===== src/rtl/cpu_pkg.sv =====
// cpu_pkg: constants shared by the fetch unit and the control unit.
// Contents:
//   opcode_e       3-bit opcode encodings
//   ADDR_W_DEF     default PC / operand width
//   OPC_W          opcode field width; the opcode sits directly above the operand
//   OPERAND_LSB    bit position of the operand field
package cpu_pkg;

  localparam int ADDR_W_DEF  = 5;
  localparam int OPC_W       = 3;
  localparam int OPERAND_LSB = 0;

  typedef enum logic [OPC_W-1:0] {
    OP_LOAD_A    = 3'b000,
    OP_LOAD_B    = 3'b001,
    OP_STORE     = 3'b010,
    OP_STORE_IMM = 3'b011,
    OP_JMP       = 3'b100,
    OP_RET       = 3'b110,
    OP_ALU       = 3'b111
  } opcode_e;

endpackage


===== src/rtl/return_stack.sv =====
// return_stack: circular return-address stack. When it is full, a push
// overwrites the oldest entry.
// Ports:
//   clk, rst   clock and asynchronous active-high reset
//   push       write din at sp, then advance sp (takes priority over pop)
//   pop        retreat sp when the stack is not empty; ignored when empty
//   din        return address to push
//   top        entry at sp-1, i.e. the value the next pop returns
//   empty      no valid entries
//   full       DEPTH valid entries
module return_stack #(
  parameter int DEPTH = 4,
  parameter int W     = 5
) (
  input  logic         clk,
  input  logic         rst,
  input  logic         push,
  input  logic         pop,
  input  logic [W-1:0] din,
  output logic [W-1:0] top,
  output logic         empty,
  output logic         full
);

  localparam int SP_W  = $clog2(DEPTH);
  localparam int CNT_W = $clog2(DEPTH + 1);

  logic [W-1:0]     r_mem [DEPTH];
  logic [SP_W-1:0]  r_sp;
  logic [CNT_W-1:0] r_count;
  logic [SP_W-1:0]  w_sp_dec;

  // DEPTH is a power of two, so the pointer wraps naturally.
  assign w_sp_dec = r_sp - SP_W'(1);
  assign top      = r_mem[w_sp_dec];
  assign empty    = (r_count == '0);
  assign full     = (r_count == CNT_W'(DEPTH));

  always_ff @(posedge clk or posedge rst) begin
    if (rst) begin
      for (int i = 0; i < DEPTH; i++) r_mem[i] <= '0;
      r_sp    <= '0;
      r_count <= '0;
    end else if (push) begin
      r_mem[r_sp] <= din;
      r_sp        <= r_sp + SP_W'(1);
      // When full, the slot just written held the oldest entry; depth stays saturated.
      if (!full) r_count <= r_count + CNT_W'(1);
    end else if (pop && !empty) begin
      r_sp    <= w_sp_dec;
      r_count <= r_count - CNT_W'(1);
    end
  end

endmodule


===== src/rtl/fetch_unit.sv =====
// fetch_unit: program counter and instruction-fetch stage. It holds the PC,
// splits the fetched word into opcode and operand, and makes JMP a call and
// RET a return through a circular return-address stack.
// Ports:
//   clk, rst        clock and asynchronous active-high reset
//   stall           hold PC and stack for this cycle
//   jmp             call to operand and push pc+1 (wins over ret)
//   ret             pop a return address into the PC
//   imem_data       fetched instruction word {opcode, operand}
//   imem_addr       instruction-memory address (equal to pc)
//   opcode/operand  combinational fields of imem_data
//   pc              current program counter
//   ras_overflow    sticky: a push hit a full stack
//   ras_underflow   sticky: a pop hit an empty stack
module fetch_unit
  import cpu_pkg::*;
#(
  parameter int ADDR_W    = ADDR_W_DEF,
  parameter int RAS_DEPTH = 4
) (
  input  logic                    clk,
  input  logic                    rst,
  input  logic                    stall,
  input  logic                    jmp,
  input  logic                    ret,
  input  logic [OPC_W+ADDR_W-1:0] imem_data,
  output logic [ADDR_W-1:0]       imem_addr,
  output logic [OPC_W-1:0]        opcode,
  output logic [ADDR_W-1:0]       operand,
  output logic [ADDR_W-1:0]       pc,
  output logic                    ras_overflow,
  output logic                    ras_underflow
);

  logic [ADDR_W-1:0] r_pc;
  logic              r_ovf;
  logic              r_udf;

  logic [ADDR_W-1:0] w_pc_inc;
  logic [ADDR_W-1:0] w_pc_next;
  logic [ADDR_W-1:0] w_ras_top;
  logic              w_ras_empty;
  logic              w_ras_full;
  logic              w_push;
  logic              w_ret_req;
  logic              w_pop;

  assign opcode    = imem_data[ADDR_W +: OPC_W];
  assign operand   = imem_data[OPERAND_LSB +: ADDR_W];
  assign imem_addr = r_pc;
  assign pc        = r_pc;

  // Modulo 2^ADDR_W: this also yields the wrapped return address pushed from all-ones.
  assign w_pc_inc  = r_pc + ADDR_W'(1);

  // A ret is only considered when neither stall nor jmp outranks it.
  assign w_push    = !stall && jmp;
  assign w_ret_req = !stall && !jmp && ret;
  assign w_pop     = w_ret_req && !w_ras_empty;

  always_comb begin
    w_pc_next = w_pc_inc;
    if (stall)      w_pc_next = r_pc;
    else if (jmp)   w_pc_next = operand;
    else if (w_pop) w_pc_next = w_ras_top;
  end

  always_ff @(posedge clk or posedge rst) begin
    if (rst) begin
      r_pc  <= '0;
      r_ovf <= 1'b0;
      r_udf <= 1'b0;
    end else begin
      r_pc <= w_pc_next;
      if (w_push && w_ras_full)      r_ovf <= 1'b1;
      if (w_ret_req && w_ras_empty)  r_udf <= 1'b1;
    end
  end

  assign ras_overflow  = r_ovf;
  assign ras_underflow = r_udf;

  return_stack #(
    .DEPTH (RAS_DEPTH),
    .W     (ADDR_W)
  ) u_ras (
    .clk   (clk),
    .rst   (rst),
    .push  (w_push),
    .pop   (w_pop),
    .din   (w_pc_inc),
    .top   (w_ras_top),
    .empty (w_ras_empty),
    .full  (w_ras_full)
  );

endmodule


===== config.mk =====
export PLATFORM = sky130hd
export DESIGN_NAME = fetch_unit
export DESIGN_NICKNAME = d
export VERILOG_FILES = /design/src/rtl/cpu_pkg.sv /design/src/rtl/return_stack.sv /design/src/rtl/fetch_unit.sv
export SDC_FILE = /design/constraint.sdc
export NUM_CORES = 1
export LEC_CHECK = 0
export ABC_AREA = 0
export BUFFER_PORTS_ARGS = -buffer_cell sky130_fd_sc_hd__buf_4
export CAP_MARGIN = 25
export CORE_AREA = 2 2 52 103
export CTS_BUF_LIST = sky130_fd_sc_hd__clkbuf_4 sky130_fd_sc_hd__clkbuf_8 sky130_fd_sc_hd__clkbuf_16
export DETAILED_ROUTE_END_ITERATION = 10
export DIE_AREA = 0 0 54 105
export MAX_ROUTING_LAYER = met4
export SYNTH_ARGS = -nofsm -noshare
export SYNTH_HDL_FRONTEND = slang
export SYNTH_SLANG_ARGS = --single-unit

===== constraint.sdc =====
create_clock -name clk -period 2.78 [get_ports clk]
set_input_delay 0.139 -clock clk [delete_from_list [all_inputs] [get_ports clk]]
set_output_delay 0.139 -clock clk [all_outputs]
set_load 0.01 [all_outputs]

==> metrics.md, run 1 <==
| Metric | Value |
|---|---|
| DR vias | `1202` |
| Net Count, Synth | `176` |
| Power Density | `1070 mW/mm^2` |
| Gr usage total | `0.151` |
| Most used routing layer | `met2` |
| Int Pwr | `1320 uW` |
| Period utilisation layout | `0.736` |
| Max FO, Critical Path | `8` |
| Routed wire length per instance | `15.6 um` |
| Hold buffer count at CTS | `1` |
| Initial Util | `0.343` |
| Final wirelength | `3600 um` |
| Worst Hold Path EP | `imem_addr[1]$_DFFE_PP0N_` |
| Layout area overhead | `15.2%` |
| Post-cts gate resize count | `0` |
| Overflow after GRT | `0` |
| Vias in the first global route | `1181` |
| Slew @ Worst Pin | `0.706 ns` |
| R2R Path Start | `u_ras.r_sp[0]$_DFFE_PP0P_` |
| Placer Congestion | `0.756` |
| Largest family of logic cells by synthesized area | `compound AO/OA/AOI/OAI gates` |
| Clk sinks | `32` |
| Xor/xnor share of the synthesized area | `0.0263` |
| Hold Path Cell Cnt | `3` |
| Final hold vios | `0` |
| Die W | `54 um` |
| Detail Route Antenna Nets | `0` |
| Most used DFF post-synth | `dfrtp_1` |
| Crit path arrival time | `2.18 ns` |
| Hpwl dp | `2800 um` |
| Worst slew margin relative to its limit | `0.526` |
| P_leak | `0.000880 uW` |
| Layout cells sized above 1 | `0.276` |
| Nets | `193` |
| Seq pwr share | `0.427` |
| Simple-gate portion of the synthesized area | `0.107` |
| DRC Markers | `0` |
| GR met2 Demand/Resource | `0.269` |
| Fin Clk Skew | `0.00585 ns` |
| Post-synth EDFFs | `0` |
| Tightest Hold Check Type | `in2reg` |
| Clk slew on worst S/H paths | `0.07 ns` |
| Clock share of power | `0.185` |
| Cell Rows | `36` |
| Run status | `complete, no violations` |
| Synth top area share | `0.480` |
| Peak VDD IR | `408 uV` |
| Max-cap violations | `0` |
| Ant diodes | `0` |
| Minimum clock period | `2.05 ns` |
| Seq/Total Area, Yosys | `0.480` |
| Final setup fails | `0` |
| TritonCTS buffer count | `5` |
| Worst path required time | `2.91 ns` |
| Core area | `0.00486 mm^2` |
| Mux cell area share after synthesis | `0.0946` |
| Seq cells post-synth | `32` |
| Worst setup margin | `0.733 ns` |
| Fin Setup TNS | `0 ns` |
| CP Launch Type | `flop` |
| Fmax | `0.489 GHz` |
| Post-DP Area | `0.00181 mm^2` |
| Asr flop ratio synth | `1.00` |
| First-pass GRT wire length | `5840 um` |
| Number of distinct library cells after synthesis | `34` |
| Clk_lat worst skew | `0.28 ns` |
| Synth Area in Compound Gates | `0.152` |
| First-pass iteration count of the detailed router | `4` |
| Die height | `105 um` |
| IO buf count | `26` |
| CTS Buffer Depth | `2` |
| CP Capture Type | `flop` |
| Initial antenna violation count | `0` |
| Most common cell in the netlist | `dfrtp_1` |
| Synth Area in Adders | `0.0450` |
| Post-Syn Instances | `157` |
| Total power | `2050 uW` |
| Logic gate share of total power | `0.388` |
| Met3 usage | `0.0286` |
| Reg2Reg Depth | `5` |
| Root buffer cell | `clkbuf_8` |
| CTS H-tree lvls | `2` |
| Area contributors post-synth | `dfrtp_1 48%, mux4_2 6.8%, buf_4 6.3%, nand2_1 5.9%, o21ai_0 5.4%` |
| Design Area, Final | `0.00192 mm^2` |
| CTS tree | `done` |
| M1 GR Usage | `0.143` |
| R2R Setup Slk | `0.73 ns` |
| Pre-CTS WS | `0.710 ns` |
| Largest net degree at the start of global routing | `33` |
| Sw Share | `0.355` |
| Postcts setup bufs | `0` |
| Synth top cells by count | `32 x dfrtp_1, 26 x nand2_1, 18 x o21ai_0` |
| Unrepaired setup endpoints after global routing | `no` |
| Mean Syn Cell Area | `10.6 um^2` |
| Kind of critical path | `reg2reg` |
| Via-to-Cell Ratio | `5.20` |
| Initial DRC count | `19` |
| Synth Cell Area | `0.00167 mm^2` |
| Slew Limit Fails | `0` |
| Die ar. | `0.00567 mm^2` |
| R2r endpoint | `imem_addr[0]$_DFFE_PP0N_` |
| Hold Crit Start | `imem_data[1]` |
| Synth area leader | `dfrtp_1` |
| IO Pins | `33` |
| P_sw | `728 uW` |
| Yosys warning total | `0` |
critical path, cell delays in order, from the launching register on:
cell and delay, ns:
dfrtp_1 0.53, inv_1 0.14, ha_1 0.51, mux4_2 0.54
nand2_1 0.07, o311ai_0 0.11
per-stage QoR:
stage	hold WS [ns]	instances	utilization
2_1_floorplan	0.255	157	-
3_3_place_gp	0.253	223	0.373
3_5_place_dp	0.252	223	0.373
4_1_cts	0.0959	231	0.395
5_1_grt	0.118	231	0.395
6_report	0.0954	231	0.395
placed cells by master, fill, tap and decap left out, drive strengths merged, types with 2 or more instances in the layout:
cell,synthesis,layout
mux2,4,4
nand3,4,4
xor2,2,2
clkbuf,1,7
o21ai,18,18
a21oi,3,3
o211ai,3,3
xnor2,3,3
or3,2,2
ha,6,6
mux4,5,5
nor3,3,3
buf,18,28
inv,6,6
a22oi,3,3
nor2,4,4
dfrtp,32,32
nand2,27,27
cell type report:
class                           count  area (um^2)
Clock buffer                        7         96.3
Inverter                            6         22.5
Sequential cell                    32          801
Multi-Input combinational cell    100          708
Timing Repair Buffer               29          220
Tap cell                           57         71.3
Fill cell                         487         2950
state kept, by name (all words and copies together) (netlist names):
register / flops
ras_underflow: 1
u_ras.r_sp: 2
u_ras.r_count: 3
u_ras.r_mem: 20
imem_addr: 5
ras_overflow: 1
power groups by stage:
| stage | Sequential, uW | Combinational [uW] | Clock, uW |
|---|---|---|---|
| 2_1_floorplan | 825 | 629 | 0 |
| 3_3_place_gp | 882 | 793 | 0 |
| 3_5_place_dp | 885 | 803 | 0 |
| 4_1_cts | 878 | 809 | 389 |
| 5_1_grt | 907 | 901 | 410 |
| 6_report | 875 | 794 | 380 |
worst max path at each step:
stage / startpoint / end / slack (ns)
2_1_floorplan: u_ras.r_sp[0]$_DFFE_PP0P_ / imem_addr[0]$_DFFE_PP0N_ / 0.76
5_1_grt: u_ras.r_sp[0]$_DFFE_PP0P_ / imem_addr[0]$_DFFE_PP0N_ / 0.61
4_1_cts: u_ras.r_sp[0]$_DFFE_PP0P_ / imem_addr[0]$_DFFE_PP0N_ / 0.71
3_3_place_gp: u_ras.r_sp[0]$_DFFE_PP0P_ / imem_addr[0]$_DFFE_PP0N_ / 0.75
3_5_place_dp: u_ras.r_sp[0]$_DFFE_PP0P_ / imem_addr[0]$_DFFE_PP0N_ / 0.71
6_report: u_ras.r_sp[0]$_DFFE_PP0P_ / imem_addr[0]$_DFFE_PP0N_ / 0.73
logic make-up (layout without fill, tap and decap cells):
group                      count (synthesis)  after routing
and+or+nand+nor                           42             42
DFF                                       32             32
adders and majority gates                  6              6
buffers and inverters                     25             42
muxes                                      9              9
AOI/OAI and AO/OA                         38             38
xor gates and xnor gates                   5              5
routing by layer:
layer	part of all wire	up-vias
met1	0.33	583
li1	-	575
met4	0.030	0
met2	0.59	36
met5	0	-
met3	0.046	8
(Power assumes the default switching activity.)
==> inputs of run 2 (changes only) <==
==> constraint.sdc (replaced) <==
create_clock -name clk -period 1.9 [get_ports clk]
set_input_delay 0.095 -clock clk [delete_from_list [all_inputs] [get_ports clk]]
set_output_delay 0.095 -clock clk [all_outputs]
set_load 0.01 [all_outputs]
==> run 2 against run 1 <==
  * Sequential share of layout area fell by 1.0 points
  * Final cell count rose by 3.5%
  * First-iteration DRC count rose by 53%
  * Critical path type unchanged
==> metrics.md, run 2 (same netlist as run 1, synthesis figures left out) <==
| Metric | Value |
|---|---|
| Initial Util | `0.343` |
| R2r endpoint | `imem_addr[0]$_DFFE_PP0N_` |
| Worst setup margin | `0.179 ns` |
| Largest net degree at the start of global routing | `33` |
| Post-DP Area | `0.00187 mm^2` |
| Highest-count cells in the layout ignoring fill and taps | `35 x buf_4, 32 x dfrtp_1, 26 x nand2_1` |
| CP Launch Type | `flop` |
| Minimum clock period | `1.72 ns` |
| Max FO, Critical Path | `4` |
| Reg2Reg Depth | `5` |
| Nets | `200` |
| Hold Path Cell Cnt | `3` |
| R2R Path Start | `u_ras.r_sp[1]$_DFFE_PP0P_` |
| DR vias | `1221` |
| Pre-CTS WS | `0.188 ns` |
| Postcts setup bufs | `0` |
| Die W | `54 um` |
| Fmax | `0.581 GHz` |
| Max reg flops | `20` |
| Crit-path slowest cell | `mux4_2` |
| TritonCTS buffer count | `5` |
| CP top delay family | `multiplexers` |
| Root buffer cell | `clkbuf_8` |
| Met3 WL | `110 um` |
| Most common cell after layout, fill and taps aside | `buf_4` |
| Largest Register | `u_ras.r_mem` |
| Clk sinks | `32` |
| Max incr delay on CP | `0.52 ns` |
| Period utilisation layout | `0.906` |
| Clk_lat worst skew | `0.28 ns` |
| CTS Buffer Depth | `2` |
| Hold Worst Slack | `0.0656 ns` |
| Met2 Wirelength | `2280 um` |
| IO buf count | `26` |
| Run status | `complete, no violations` |
| Ant diodes | `0` |
| CP Cell Sequence | `inv_1 -> ha_1 -> mux4_2 -> nand2_1 -> o311ai_0` |
| Slew Limit Fails | `0` |
| Worst Setup SP | `u_ras.r_sp[1]$_DFFE_PP0P_` |
| Die ar. | `0.00567 mm^2` |
| Gr usage total | `0.156` |
| Kind of critical path | `reg2reg` |
| Core area | `0.00486 mm^2` |
| Initial antenna violation count | `0` |
| Layout Utilization | `0.405` |
| Worst path required time | `2.04 ns` |
| P_leak | `0.000903 uW` |
| Final wirelength | `3800 um` |
| First-pass GRT wire length | `6180 um` |
| Unrepaired setup endpoints after global routing | `no` |
| First-pass iteration count of the detailed router | `4` |
| Slew @ Worst Pin | `0.441 ns` |
| Tightest Hold Check Type | `in2reg` |
| Design Area, Final | `0.00197 mm^2` |
| Peak VDD IR | `737 uV` |
| Worst slew margin relative to its limit | `0.705` |
| Routed wire length per instance | `15.9 um` |
| DRC Markers | `0` |
| CTS H-tree lvls | `2` |
| Layout area overhead | `18.1%` |
| Layout cells sized above 1 | `0.308` |
| CP Buf/Inv Count | `1` |
| Final setup fails | `0` |
| Via-to-Cell Ratio | `5.11` |
| Hpwl dp | `2990 um` |
| Clk slew on worst S/H paths | `0.07 ns` |
| Post-Route M1 WL | `1320 um` |
| Cell Rows | `36` |
| IO Pins | `33` |
| Placer Congestion | `0.772` |
| Overflow after GRT | `0` |
| Fin Clk Skew | `0.00260 ns` |
| Max-cap violations | `0` |
| Detail Route Antenna Nets | `0` |
| Initial DRC count | `29` |
| CTS tree | `done` |
| Highest metal used | `met4` |
| Crit path arrival time | `1.86 ns` |
| Vias in the first global route | `1292` |
| Die height | `105 um` |
| Power Density | `1570 mW/mm^2` |
| Fin Setup TNS | `0 ns` |
| CP Capture Type | `flop` |
| Hold Crit Start | `imem_data[0]` |
| R2R Setup Slk | `0.18 ns` |
| Final hold vios | `0` |
| Worst Hold Path EP | `imem_addr[0]$_DFFE_PP0N_` |
-- run 2: cell types whose count changed in the layout (fill, tap and decap cells not counted), sizes merged --
cell and change:
clkinv +1, buf +7, clkbuf -2, clkinvlp +2
-- run 2: layout make-up --
type / instances / area (um^2)
clock buffers: 5 / 68.8
clock inverters: 3 / 23.8
fillers: 498 / 2900
inverters: 6 / 22.5
multi-input cells: 100 / 708
flip-flops and latches: 32 / 801
well taps: 57 / 71.3
repair buffers: 36 / 273
-- run 2: routing by layer --
layer / track usage / vias to the layer above
met4: 0.0750 / 0
met5: - / -
met3: 0.0171 / 4
met1: 0.148 / 597
met2: 0.287 / 29
li1: - / 591
-- run 2: per-stage QoR --
| stage | cells | power (uW) |
|---|---|---|
| after CTS | 239 | 3140 |
| final | 239 | 3090 |
| after global routing | 239 | 3350 |
| after floorplan | 157 | 2140 |
| after detailed placement | 230 | 2600 |
| after global placement | 230 | 2570 |
-- run 2: report_power, final --
group	total [uW]	internal [uW]	leakage, uW	switching [uW]
clock	524	259	0.0000404	265
sequential	1230	991	0.000392	241
combinational	1340	705	0.000471	633
-- run 2: what timing repair did --
item                      in CTS  in global routing
hold buffers                   1                  0
hold endpoints to repair      32                  0
gates resized for setup        0                  0
-- run 2: worst register-to-register path: cells and delay by family (launching register included) --
kind	cells	cell delay [ns]
AOI/OAI and AO/OA	1	0.11
adders and majority gates	1	0.40
buffers and inverters	1	0.08
DFF	1	0.40
muxes	1	0.52
and+or+nand+nor	1	0.07
-- run 2: worst max-delay path by stage --
stage,slack [ns],cells after the start,endpoint
2_1_floorplan,0.03,7,imem_addr[0]$_DFFE_PP0N_
3_3_place_gp,0.21,5,imem_addr[0]$_DFFE_PP0N_
3_5_place_dp,0.19,5,imem_addr[0]$_DFFE_PP0N_
4_1_cts,0.18,5,imem_addr[0]$_DFFE_PP0N_
5_1_grt,0.1,5,imem_addr[0]$_DFFE_PP0N_
6_report,0.18,5,imem_addr[0]$_DFFE_PP0N_
==> inputs of run 3 (changes only) <==
--- a/config.mk
+++ b/config.mk
@@ -13,6 +13,8 @@
 export DETAILED_ROUTE_END_ITERATION = 10
 export DIE_AREA = 0 0 54 105
 export MAX_ROUTING_LAYER = met4
+export REMOVE_ABC_BUFFERS = 1
 export SYNTH_ARGS = -nofsm -noshare
 export SYNTH_HDL_FRONTEND = slang
 export SYNTH_SLANG_ARGS = --single-unit
+export TNS_END_PERCENT = 100
==> run 3 against run 2 <==
  * Via count unchanged
  * Global-route usage fell by 0.30 points
  * Count of clock-buffer cells in the layout up 1
  * Clock power is 3% higher
  * Register-to-register slack got worse by 0.06 ns
  * Fmax down 3.5%
  * Worst setup slack lost 0.062 ns
  * Clock skew increased by 0.0029 ns
  * Worst hold slack lost 0.0086 ns
  * Largest cell class unchanged
==> metrics.md, run 3 (same netlist as run 1, synthesis figures left out) <==
| Metric | Value |
|---|---|
| Fin Setup TNS | `0 ns` |
| Die W | `54 um` |
| DR vias | `1221` |
| Max incr delay on CP | `0.52 ns` |
| CP Buf/Inv Count | `1` |
| Clk_lat worst skew | `0.29 ns` |
| Clk slew on worst S/H paths | `0.07 ns` |
| First-pass iteration count of the detailed router | `4` |
| Gr usage total | `0.153` |
| Seq pwr share | `0.410` |
| Clk sinks | `32` |
| Initial antenna violation count | `0` |
| Power Density | `1560 mW/mm^2` |
| IO Pins | `33` |
| Logic gate share of total power | `0.414` |
| Worst path required time | `2.03 ns` |
| Tightest Hold Check Type | `in2reg` |
| CP Launch Type | `flop` |
| Vias in the first global route | `1210` |
| Final wirelength | `3640 um` |
| Overflow after GRT | `0` |
| P_leak | `0.000903 uW` |
| CTS H-tree lvls | `2` |
| R2R Setup Slk | `0.12 ns` |
| Int Pwr | `1960 uW` |
| Slew Limit Fails | `0` |
| CTS tree | `done` |
| Die height | `105 um` |
| Initial Util | `0.343` |
| Initial DRC count | `52` |
| Max reg flops | `20` |
| Kind of critical path | `reg2reg` |
| Unrepaired setup endpoints after global routing | `no` |
| CP Cell Sequence | `inv_1 -> ha_1 -> mux4_2 -> nand2_1 -> o311ai_0` |
| Nets | `198` |
| Largest net degree at the start of global routing | `33` |
| TritonCTS buffer count | `5` |
| Final setup fails | `0` |
| Layout cells sized above 1 | `0.300` |
| Fmax | `0.561 GHz` |
| Slew @ Worst Pin | `0.810 ns` |
| Max-cap violations | `0` |
| IO buf count | `26` |
| Hold Worst Slack | `0.0571 ns` |
| CP Capture Type | `flop` |
| Largest Register | `u_ras.r_mem` |
| Clock share of power | `0.177` |
| Fin Clk Skew | `0.00553 ns` |
| CP top delay family | `multiplexers` |
| Sw Share | `0.358` |
| First-pass GRT wire length | `5950 um` |
| P_sw | `1090 uW` |
| Minimum clock period | `1.78 ns` |
| Layout area overhead | `17.2%` |
| Detail Route Antenna Nets | `0` |
| Highest-count cells in the layout ignoring fill and taps | `33 x buf_4, 32 x dfrtp_1, 26 x nand2_1` |
| DRC Markers | `0` |
| Post-cts gate resize count | `0` |
| Crit path arrival time | `1.92 ns` |
| Most common cell after layout, fill and taps aside | `buf_4` |
| Routed wire length per instance | `15.4 um` |
| CTS Buffer Depth | `2` |
| Crit-path slowest cell | `mux4_2` |
| Design Area, Final | `0.00195 mm^2` |
| Root buffer cell | `clkbuf_8` |
| Period utilisation layout | `0.938` |
| Cell Rows | `36` |
| Ant diodes | `0` |
| Final hold vios | `0` |
| Die ar. | `0.00567 mm^2` |
| Placer Congestion | `0.842` |
| Hpwl dp | `2730 um` |
| Core area | `0.00486 mm^2` |
| Worst slew margin relative to its limit | `0.456` |
| Post-DP Area | `0.00185 mm^2` |
| Run status | `complete, no violations` |
| Via-to-Cell Ratio | `5.15` |
| Peak VDD IR | `646 uV` |
| Max FO, Critical Path | `4` |
[run 3: cell count changes in the layout (fill, tap and decap cells not counted), sizes merged]
cell / previous run / this run
clkinvlp: 2 / 0
clkbuf: 5 / 6
clkinv: 1 / 2
buf: 35 / 33
[run 3: final timing paths]
kind                                            from                          end  cells after the start
min in group asynchronous                        rst   u_ras.r_mem[5]$_DFFE_PP0P_                      4
min                                     imem_data[0]     imem_addr[0]$_DFFE_PP0N_                      3
max reg2reg                u_ras.r_sp[1]$_DFFE_PP0P_     imem_addr[0]$_DFFE_PP0N_                      5
min reg2reg                ras_underflow$_DFFE_PP0P_    ras_underflow$_DFFE_PP0P_                      1
max in group asynchronous                        rst  u_ras.r_mem[19]$_DFFE_PP0P_                      4
max                        u_ras.r_sp[1]$_DFFE_PP0P_     imem_addr[0]$_DFFE_PP0N_                      5
[run 3: metal layers]
metal,track usage,vias to the layer above,wire length (um)
met4,0.0893,0,142
li1,-,591,-
met2,0.245,28,1980
met3,0.0300,8,132
met5,-,-,0
met1,0.168,594,1380
[run 3: power groups by stage]
stage / registers (uW) / logic (uW) / clock network, uW
3_5_place_dp: 1260 / 1270 / 0
2_1_floorplan: 1250 / 795 / 0
4_1_cts: 1250 / 1280 / 559
6_report: 1250 / 1260 / 540
5_1_grt: 1290 / 1420 / 582
3_3_place_gp: 1250 / 1260 / 0
[run 3: stage by stage]
stage,total power (uW),cells,util,setup WS (ns)
floorplan,2040,138,-,-0.0119
global placement,2510,228,0.380,0.189
detailed placement,2540,228,0.380,0.116
CTS,3090,237,0.401,0.0982
global route,3300,237,0.401,0.0255
finish,3050,237,0.401,0.117
[run 3: area by class of cell]
class | count | area, um^2
Sequential cell | 32 | 801
Fill cell | 499 | 2910
Multi-Input combinational cell | 100 | 708
Inverter | 6 | 22.5
Tap cell | 57 | 71.3
Clock buffer | 6 | 82.6
Timing Repair Buffer | 34 | 258
Clock inverter | 2 | 10.0
[run 3: worst min-delay path, stage by stage]
cell	delay, ns
buf_4	0.08
a22oi_1	0.05
o311ai_0	0.08
[run 3: timing repair]
item,in CTS,in global routing
hold buffers,1,0
endpoints found under the hold margin,32,0
setup buffers,0,0
endpoints found under the setup margin,0,0
